### config.mk
export PLATFORM = sky130hd
export DESIGN_NAME = fir_feed_ctrl
export DESIGN_NICKNAME = d
export VERILOG_FILES = /design/src/rtl/fir_feed_ctrl.sv
export SDC_FILE = /design/constraint.sdc
export NUM_CORES = 1
export LEC_CHECK = 0
export ABC_CLOCK_PERIOD_IN_PS = 2850
export BUFFER_PORTS_ARGS = -buffer_cell sky130_fd_sc_hd__buf_4
export CAP_MARGIN = 10
export CORE_UTILIZATION = 47
export CTS_CLUSTER_SIZE = 8
export DETAILED_ROUTE_END_ITERATION = 10
export PLACE_DENSITY = 0.81
export SETUP_SLACK_MARGIN = 0.1
export SYNTH_ARGS = -nofsm -noshare
export SYNTH_HDL_FRONTEND = slang
export SYNTH_SLANG_ARGS = --single-unit
### constraint.sdc
create_clock -name clk_rd -period 2.85 [get_ports clk_rd]
set_input_delay 0.285 -clock clk_rd [delete_from_list [all_inputs] [get_ports clk_rd]]
set_output_delay 0.285 -clock clk_rd [all_outputs]
set_load 0.01 [all_outputs]
### src/rtl/fir_feed_ctrl.sv
// Read-side feeder: drains the sample FIFO one word at a time into the FIR core over valid/ready.
// Optional statistics counters (sample_cnt, stall_cnt) are built when FIR_FEED_STATS_EN is defined.
module fir_feed_ctrl #(
    parameter int DATA_W    = 16,
    parameter int BLOCK_LEN = 8
) (
    input  logic              clk_rd,
    input  logic              rst,
    input  logic              run,
    input  logic              fifo_empty,
    output logic              fifo_rd_en,
    input  logic [DATA_W-1:0] fifo_rd_data,
    output logic [DATA_W-1:0] fir_data,
    output logic              fir_valid,
    input  logic              fir_ready,
    output logic              block_done,
    output logic              busy
`ifdef FIR_FEED_STATS_EN
    ,
    output logic [31:0]       sample_cnt,
    output logic [15:0]       stall_cnt
`endif
);

    localparam int IDX_W = (BLOCK_LEN > 2) ? $clog2(BLOCK_LEN) : 1;
    localparam logic [IDX_W-1:0] IDX_LAST = IDX_W'(BLOCK_LEN - 1);

    typedef enum logic [1:0] {
        IDLE    = 2'd0,
        FETCH   = 2'd1,
        PRESENT = 2'd2
    } state_t;

    state_t            state_reg;
    state_t            state_next;
    logic [DATA_W-1:0] fir_data_reg;
    logic [IDX_W-1:0]  blk_idx_reg;
    logic              block_done_reg;
    logic              rd_en;
    logic              handshake;

    assign fir_valid  = (state_reg == PRESENT);
    assign handshake  = fir_valid && fir_ready;
    assign busy       = (state_reg != IDLE);
    assign fir_data   = fir_data_reg;
    assign block_done = block_done_reg;
    assign fifo_rd_en = rd_en;

    // At most one read is ever in flight: new reads only leave IDLE or a completing PRESENT.
    always_comb begin
        state_next = state_reg;
        rd_en      = 1'b0;
        case (state_reg)
            IDLE: begin
                if (run && !fifo_empty) begin
                    rd_en      = 1'b1;
                    state_next = FETCH;
                end
            end
            FETCH: begin
                state_next = PRESENT;
            end
            PRESENT: begin
                if (fir_ready) begin
                    if (run && !fifo_empty) begin
                        rd_en      = 1'b1;
                        state_next = FETCH;
                    end else begin
                        state_next = IDLE;
                    end
                end
            end
            default: begin
                state_next = IDLE;
            end
        endcase
        if (rst) begin
            rd_en = 1'b0;
        end
    end

    always_ff @(posedge clk_rd) begin
        if (rst) begin
            state_reg      <= IDLE;
            fir_data_reg   <= '0;
            blk_idx_reg    <= '0;
            block_done_reg <= 1'b0;
        end else begin
            state_reg      <= state_next;
            block_done_reg <= 1'b0;
            if (state_reg == FETCH) begin
                fir_data_reg <= fifo_rd_data;
            end
            if (handshake) begin
                if (blk_idx_reg == IDX_LAST) begin
                    blk_idx_reg    <= '0;
                    block_done_reg <= 1'b1;
                end else begin
                    blk_idx_reg <= blk_idx_reg + 1'b1;
                end
            end
        end
    end

`ifdef FIR_FEED_STATS_EN
    logic [31:0] sample_cnt_reg;
    logic [15:0] stall_cnt_reg;

    assign sample_cnt = sample_cnt_reg;
    assign stall_cnt  = stall_cnt_reg;

    always_ff @(posedge clk_rd) begin
        if (rst) begin
            sample_cnt_reg <= '0;
            stall_cnt_reg  <= '0;
        end else begin
            if (handshake) begin
                sample_cnt_reg <= sample_cnt_reg + 32'd1;
            end
            // Stall count saturates so a long backpressure episode cannot alias to a small value.
            if (fir_valid && !fir_ready && (stall_cnt_reg != 16'hFFFF)) begin
                stall_cnt_reg <= stall_cnt_reg + 16'd1;
            end
        end
    end
`endif

endmodule

Word-level counts from Yosys, hierarchy flattened. Index checks and enable logic that the tools add are counted.

Register bits: 22. Input bits: 21. Output and inout bits: 20. Logic and storage cells: 28.

Add/subtract/negate cells: 1. Equality and inequality tests: 5. Multiplexer cells: 10. Bitwise logic cells: 1. Reduce and logical (&&, ||, !) cells: 7.

Operators by type and width (count): $pmux 2 s3 (1); $mux 1 (5); $mux 2 (2); $add 3x1->3 const B (1); $eq 3x3->1 const B (1); $mux 3 (1); $eq 2x1->1 const B (1); $eq 2x2->1 const B (1); $logic_and 1x1->1 (2); $logic_not 2->1 (1); $ne 2x1->1 const B (1); $ne 2x2->1 const B (1); $pmux 1 s2 (1); $reduce_and 2->1 (1); $reduce_bool 2->1 (1); $reduce_or 2->1 (1); $logic_not 1->1 (1); $not 1->1 (1).

Depth between registers and ports, before layout.
Depth in word-level cells: 6. Depth in mapped cells: 5. Depth with buffers taken out: 4.

Least setup slack after synthesis. Ideal clock, no wire load.

Path kind: flip-flop to output port. Start: register state_reg[0]. End: output port fifo_rd_en. Arrival: 1.071 ns. Required time: 2.565 ns. Slack: 1.494 ns. Stages on the path, launching flop included: 3. Buffers on the path: 0. Cell sequence: dfxtp_1 -> or4b_1 -> a21oi_1.

Longest elaborated chain between the ends: 3. Elaborated cells between the ends (all ways): 4. Classes of those cells: 1 x eq/ne; 2 x mux; 1 x reduce/logical.

Ends and longest elaborated chain: from (decl) (RTL line 34) `state_t state_reg;`; from (signal assigned) (RTL line 89) `state_reg <= state_next;`; $eq 2x2->1 / $logic_not 2->1 (equally long branches) (RTL line 53) `case (state_reg)`; $pmux 1 s2 * (RTL line 53); $mux 1 * (RTL line 77) `if (rst) begin`; to (decl) (RTL line 11) `output logic fifo_rd_en,`.

Every way passes the cells marked *; elsewhere a longest branch is shown, timed or not.

Final worst setup path. Same ends and word-level chain as after synthesis.

==> metrics.md <==
| Metric | Value |
|---|---|
| Maximum vdd ir drop | 362 uV |
| RSZ-0062 raised after global routing | no |
| Worst Path Arrival | 1500 ps |
| Clock tree sinks | 22 |
| Count of port buffers added during placement | 40 |
| Internal power component | 0.432 mW |
| CTS buffer count | 3 |
| FF/Latch Area | 440 sq um |
| Share of the core filled with cells in the final layout | 73.1% |
| Max reg flops | 16 |
| Total number of vias | 769 |
| Die span in y | 44.3 microns |
| Class of the tightest hold or removal check | in -> reg |
| Net switching power of the design | 0.124 mW |
| Worst relative slew slack | 60.8% |
| Boundary Pins | 41 |
| DRT iter0 DRCs | 11 |
| Global-route wire length before repair | 2.99 mm |
| Clock transition at the registers of the reported paths | 110 ps |
| Worst-case clock buffer depth | 2 |
| Startpoint types | register |
| Total track usage | 20.5% |
| Flip-flop and latch count after synthesis | 22 |
| WS Path Type | reg -> out |
| Fin. Hold Viols | 0 |
| Wire length after detailed routing | 1.75 mm |
| FP Rows | 14 |
| Residual overflow from global routing | 0 |
| Power density relative to cell area | 477 nW/um^2 |
| Average wire per cell in the routed design | 11.0 microns |
| Final setup fails | 0 |
| Post-cts gate resize count | 0 |
| Final GP Congestion | 0.694 |
| Maximum number of pins on one net before global-route repair | 23 |
| Synth Cell Area | 841 sq um |
| Sequential cell fraction of total power | 58.0% |
| Required time worst endpoint | 2570 ps |
| Area of the core | 1590 sq um |
| Count of final max-slew check failures | 0 |
| # Post-CTS Setup Buffers | 0 |
| Synthesized net count | 121 |
| Unique masters post-synth | 20 |
| P_leak | 0.537 nW |
| Antenna-violating nets left | 0 |
| Die Outline Area | 1960 sq um |
| Nets | 160 |
| FILL cells | 133 |
| Status | complete, no violations |
| Total chip power | 0.555 mW |
| Category of the worst setup path capture point | primary output |
| Fraction of layout instances using a drive strength above 1 | 33.8% |
| Sequential fraction of the synthesis area | 52.4% |
| Multi-input gate area in the final layout | 354 sq um |
| Worst Max-Slew Pin Slew | 588 ps |
| Worst-skew pair later-pin latency | 300 ps |
| Max-capacitance violation count | 0 |
| Detailed placement HPWL | 1.31 mm |
| Die width | 44.3 microns |
| Post-Syn Instances | 98 |
| Vias in the first global route | 715 |
| Ant diodes | 0 |
| Clock share of power | 30.0% |
| Maximum fanout count along the critical path | 6 |
| Final critical delay including setup and external delays | 1780 ps |
| Switching part of the total power | 22.3% |
| Via count normalized by instance count | 4.81 |
| Area added between synthesis and finish | 38.5% |
| Count of unresolved DRC violations after routing | 0 |
| Combinational group share of total power | 12.0% |
| Clock Skews | 4.12 ps |
| Warnings, synthesis | 0 |
| Antenna violations before repair | 0 |
| Syn avg cell area | 8.58 sq um |
| Number of detailed-route iterations in the first pass | 5 |
| Max Fclk | 562 MHz |
| CTS tree | done |
| Initial core utilization | 52.7% |
| Final period util | 62.5% |
| Cell at the root of the clock tree | sky130_fd_sc_hd__clkbuf_4 |
| Total negative slack for setup checks | 0 ps |
| Level count of the clock H-tree | 1 |
| Hold bufs inserted after CTS | 0 |
layout make-up:
type | count | share of cell area (%)
well taps | 24 | 2.58
inverters | 1 | 0.322
repair buffers | 40 | 25.8
clock buffers | 4 | 3.11
multi-input cells | 69 | 30.4
flip-flops and latches | 22 | 37.8
power groups by stage:
stage / registers (mW) / clock network (mW) / logic (mW)
after floorplan: 0.332 / 0 / 0.0266
after global placement: 0.329 / 0 / 0.0660
after detailed placement: 0.329 / 0 / 0.0671
after CTS: 0.322 / 0.174 / 0.0672
after global routing: 0.324 / 0.184 / 0.0729
final: 0.322 / 0.166 / 0.0666
critical path, stage by stage (launching register included):
cell,delay [ps]
sky130_fd_sc_hd__dfxtp_1,370
sky130_fd_sc_hd__or4b_1,540
sky130_fd_sc_hd__a21oi_1,140
sky130_fd_sc_hd__buf_4,140
through the flow:
stage	worst slack [ps]	cells	hold WS (ps)	cell area, sq um
after detailed placement	1300	156	447	1130
after floorplan	1490	98	361	841
final	1070	160	213	1160
after CTS	1050	160	204	1160
after global routing	933	160	207	1160
after global placement	1320	156	442	1130
cells in the mapped netlist, drive strengths merged:
| master | count | area [sq um] |
|---|---|---|
| mux2i | 1 | 10.0 |
| nand3b | 1 | 20.0 |
| a21oi | 21 | 105 |
| or2 | 1 | 6.26 |
| clkbuf | 2 | 7.51 |
| and2b | 1 | 7.51 |
| or4b | 1 | 10.0 |
| buf | 4 | 35.0 |
| nor2 | 1 | 3.75 |
| ha | 2 | 25.0 |
| nand2b | 1 | 6.26 |
| nor2b | 1 | 6.26 |
| or3 | 1 | 6.26 |
| nor3b | 1 | 7.51 |
| or3b | 1 | 8.76 |
| dfxtp | 22 | 440 |
| inv | 1 | 3.75 |
| nand2 | 35 | 131 |
cells in the final DEF, fill, tap and decap left out:
cell,Yosys,final
sky130_fd_sc_hd__nor2b_1,1,1
sky130_fd_sc_hd__ha_1,2,2
sky130_fd_sc_hd__nor2_1,1,1
sky130_fd_sc_hd__or2_2,1,1
sky130_fd_sc_hd__inv_1,1,1
sky130_fd_sc_hd__nand2_1,35,35
sky130_fd_sc_hd__clkbuf_4,0,3
sky130_fd_sc_hd__or3_1,1,1
sky130_fd_sc_hd__and2b_1,1,1
sky130_fd_sc_hd__a21oi_1,21,21
sky130_fd_sc_hd__clkbuf_8,0,1
sky130_fd_sc_hd__dfxtp_1,22,22
sky130_fd_sc_hd__mux2i_1,1,1
sky130_fd_sc_hd__nor3b_1,1,1
sky130_fd_sc_hd__nand3b_4,1,1
sky130_fd_sc_hd__nand2b_1,1,1
sky130_fd_sc_hd__buf_4,1,40
sky130_fd_sc_hd__or4b_1,1,1
sky130_fd_sc_hd__or3b_1,1,1
kinds of logic after synthesis:
| group | share of synthesized area (%) |
|---|---|
| AOI/OAI and AO/OA | 12.5 |
| adders and majority gates | 2.98 |
| buffers and inverters | 5.51 |
| DFF | 52.4 |
| muxes | 1.19 |
| and+or+nand+nor | 25.4 |
path summary, 6_finish.rpt:
| path | start | to | slack, ps | cells past startpoint |
|---|---|---|---|---|
| max | state_reg[0] | fifo_rd_en | 1070 | 3 |
| min | fifo_rd_data[3] | fir_data[3] | 210 | 3 |
| max reg2reg | blk_idx_reg[0] | blk_idx_reg[1] | 1520 | 4 |
| min reg2reg | fir_data[10] | fir_data[10] | 460 | 2 |
per-layer routing:
layer	GRT usage (%)	up-vias	routed length, microns
li1	-	393	-
met1	25.1	339	749
met2	35.6	33	889
met3	2.86	4	94
met4	9.09	0	21
met5	0	-	0
(Power assumes the default switching activity.)
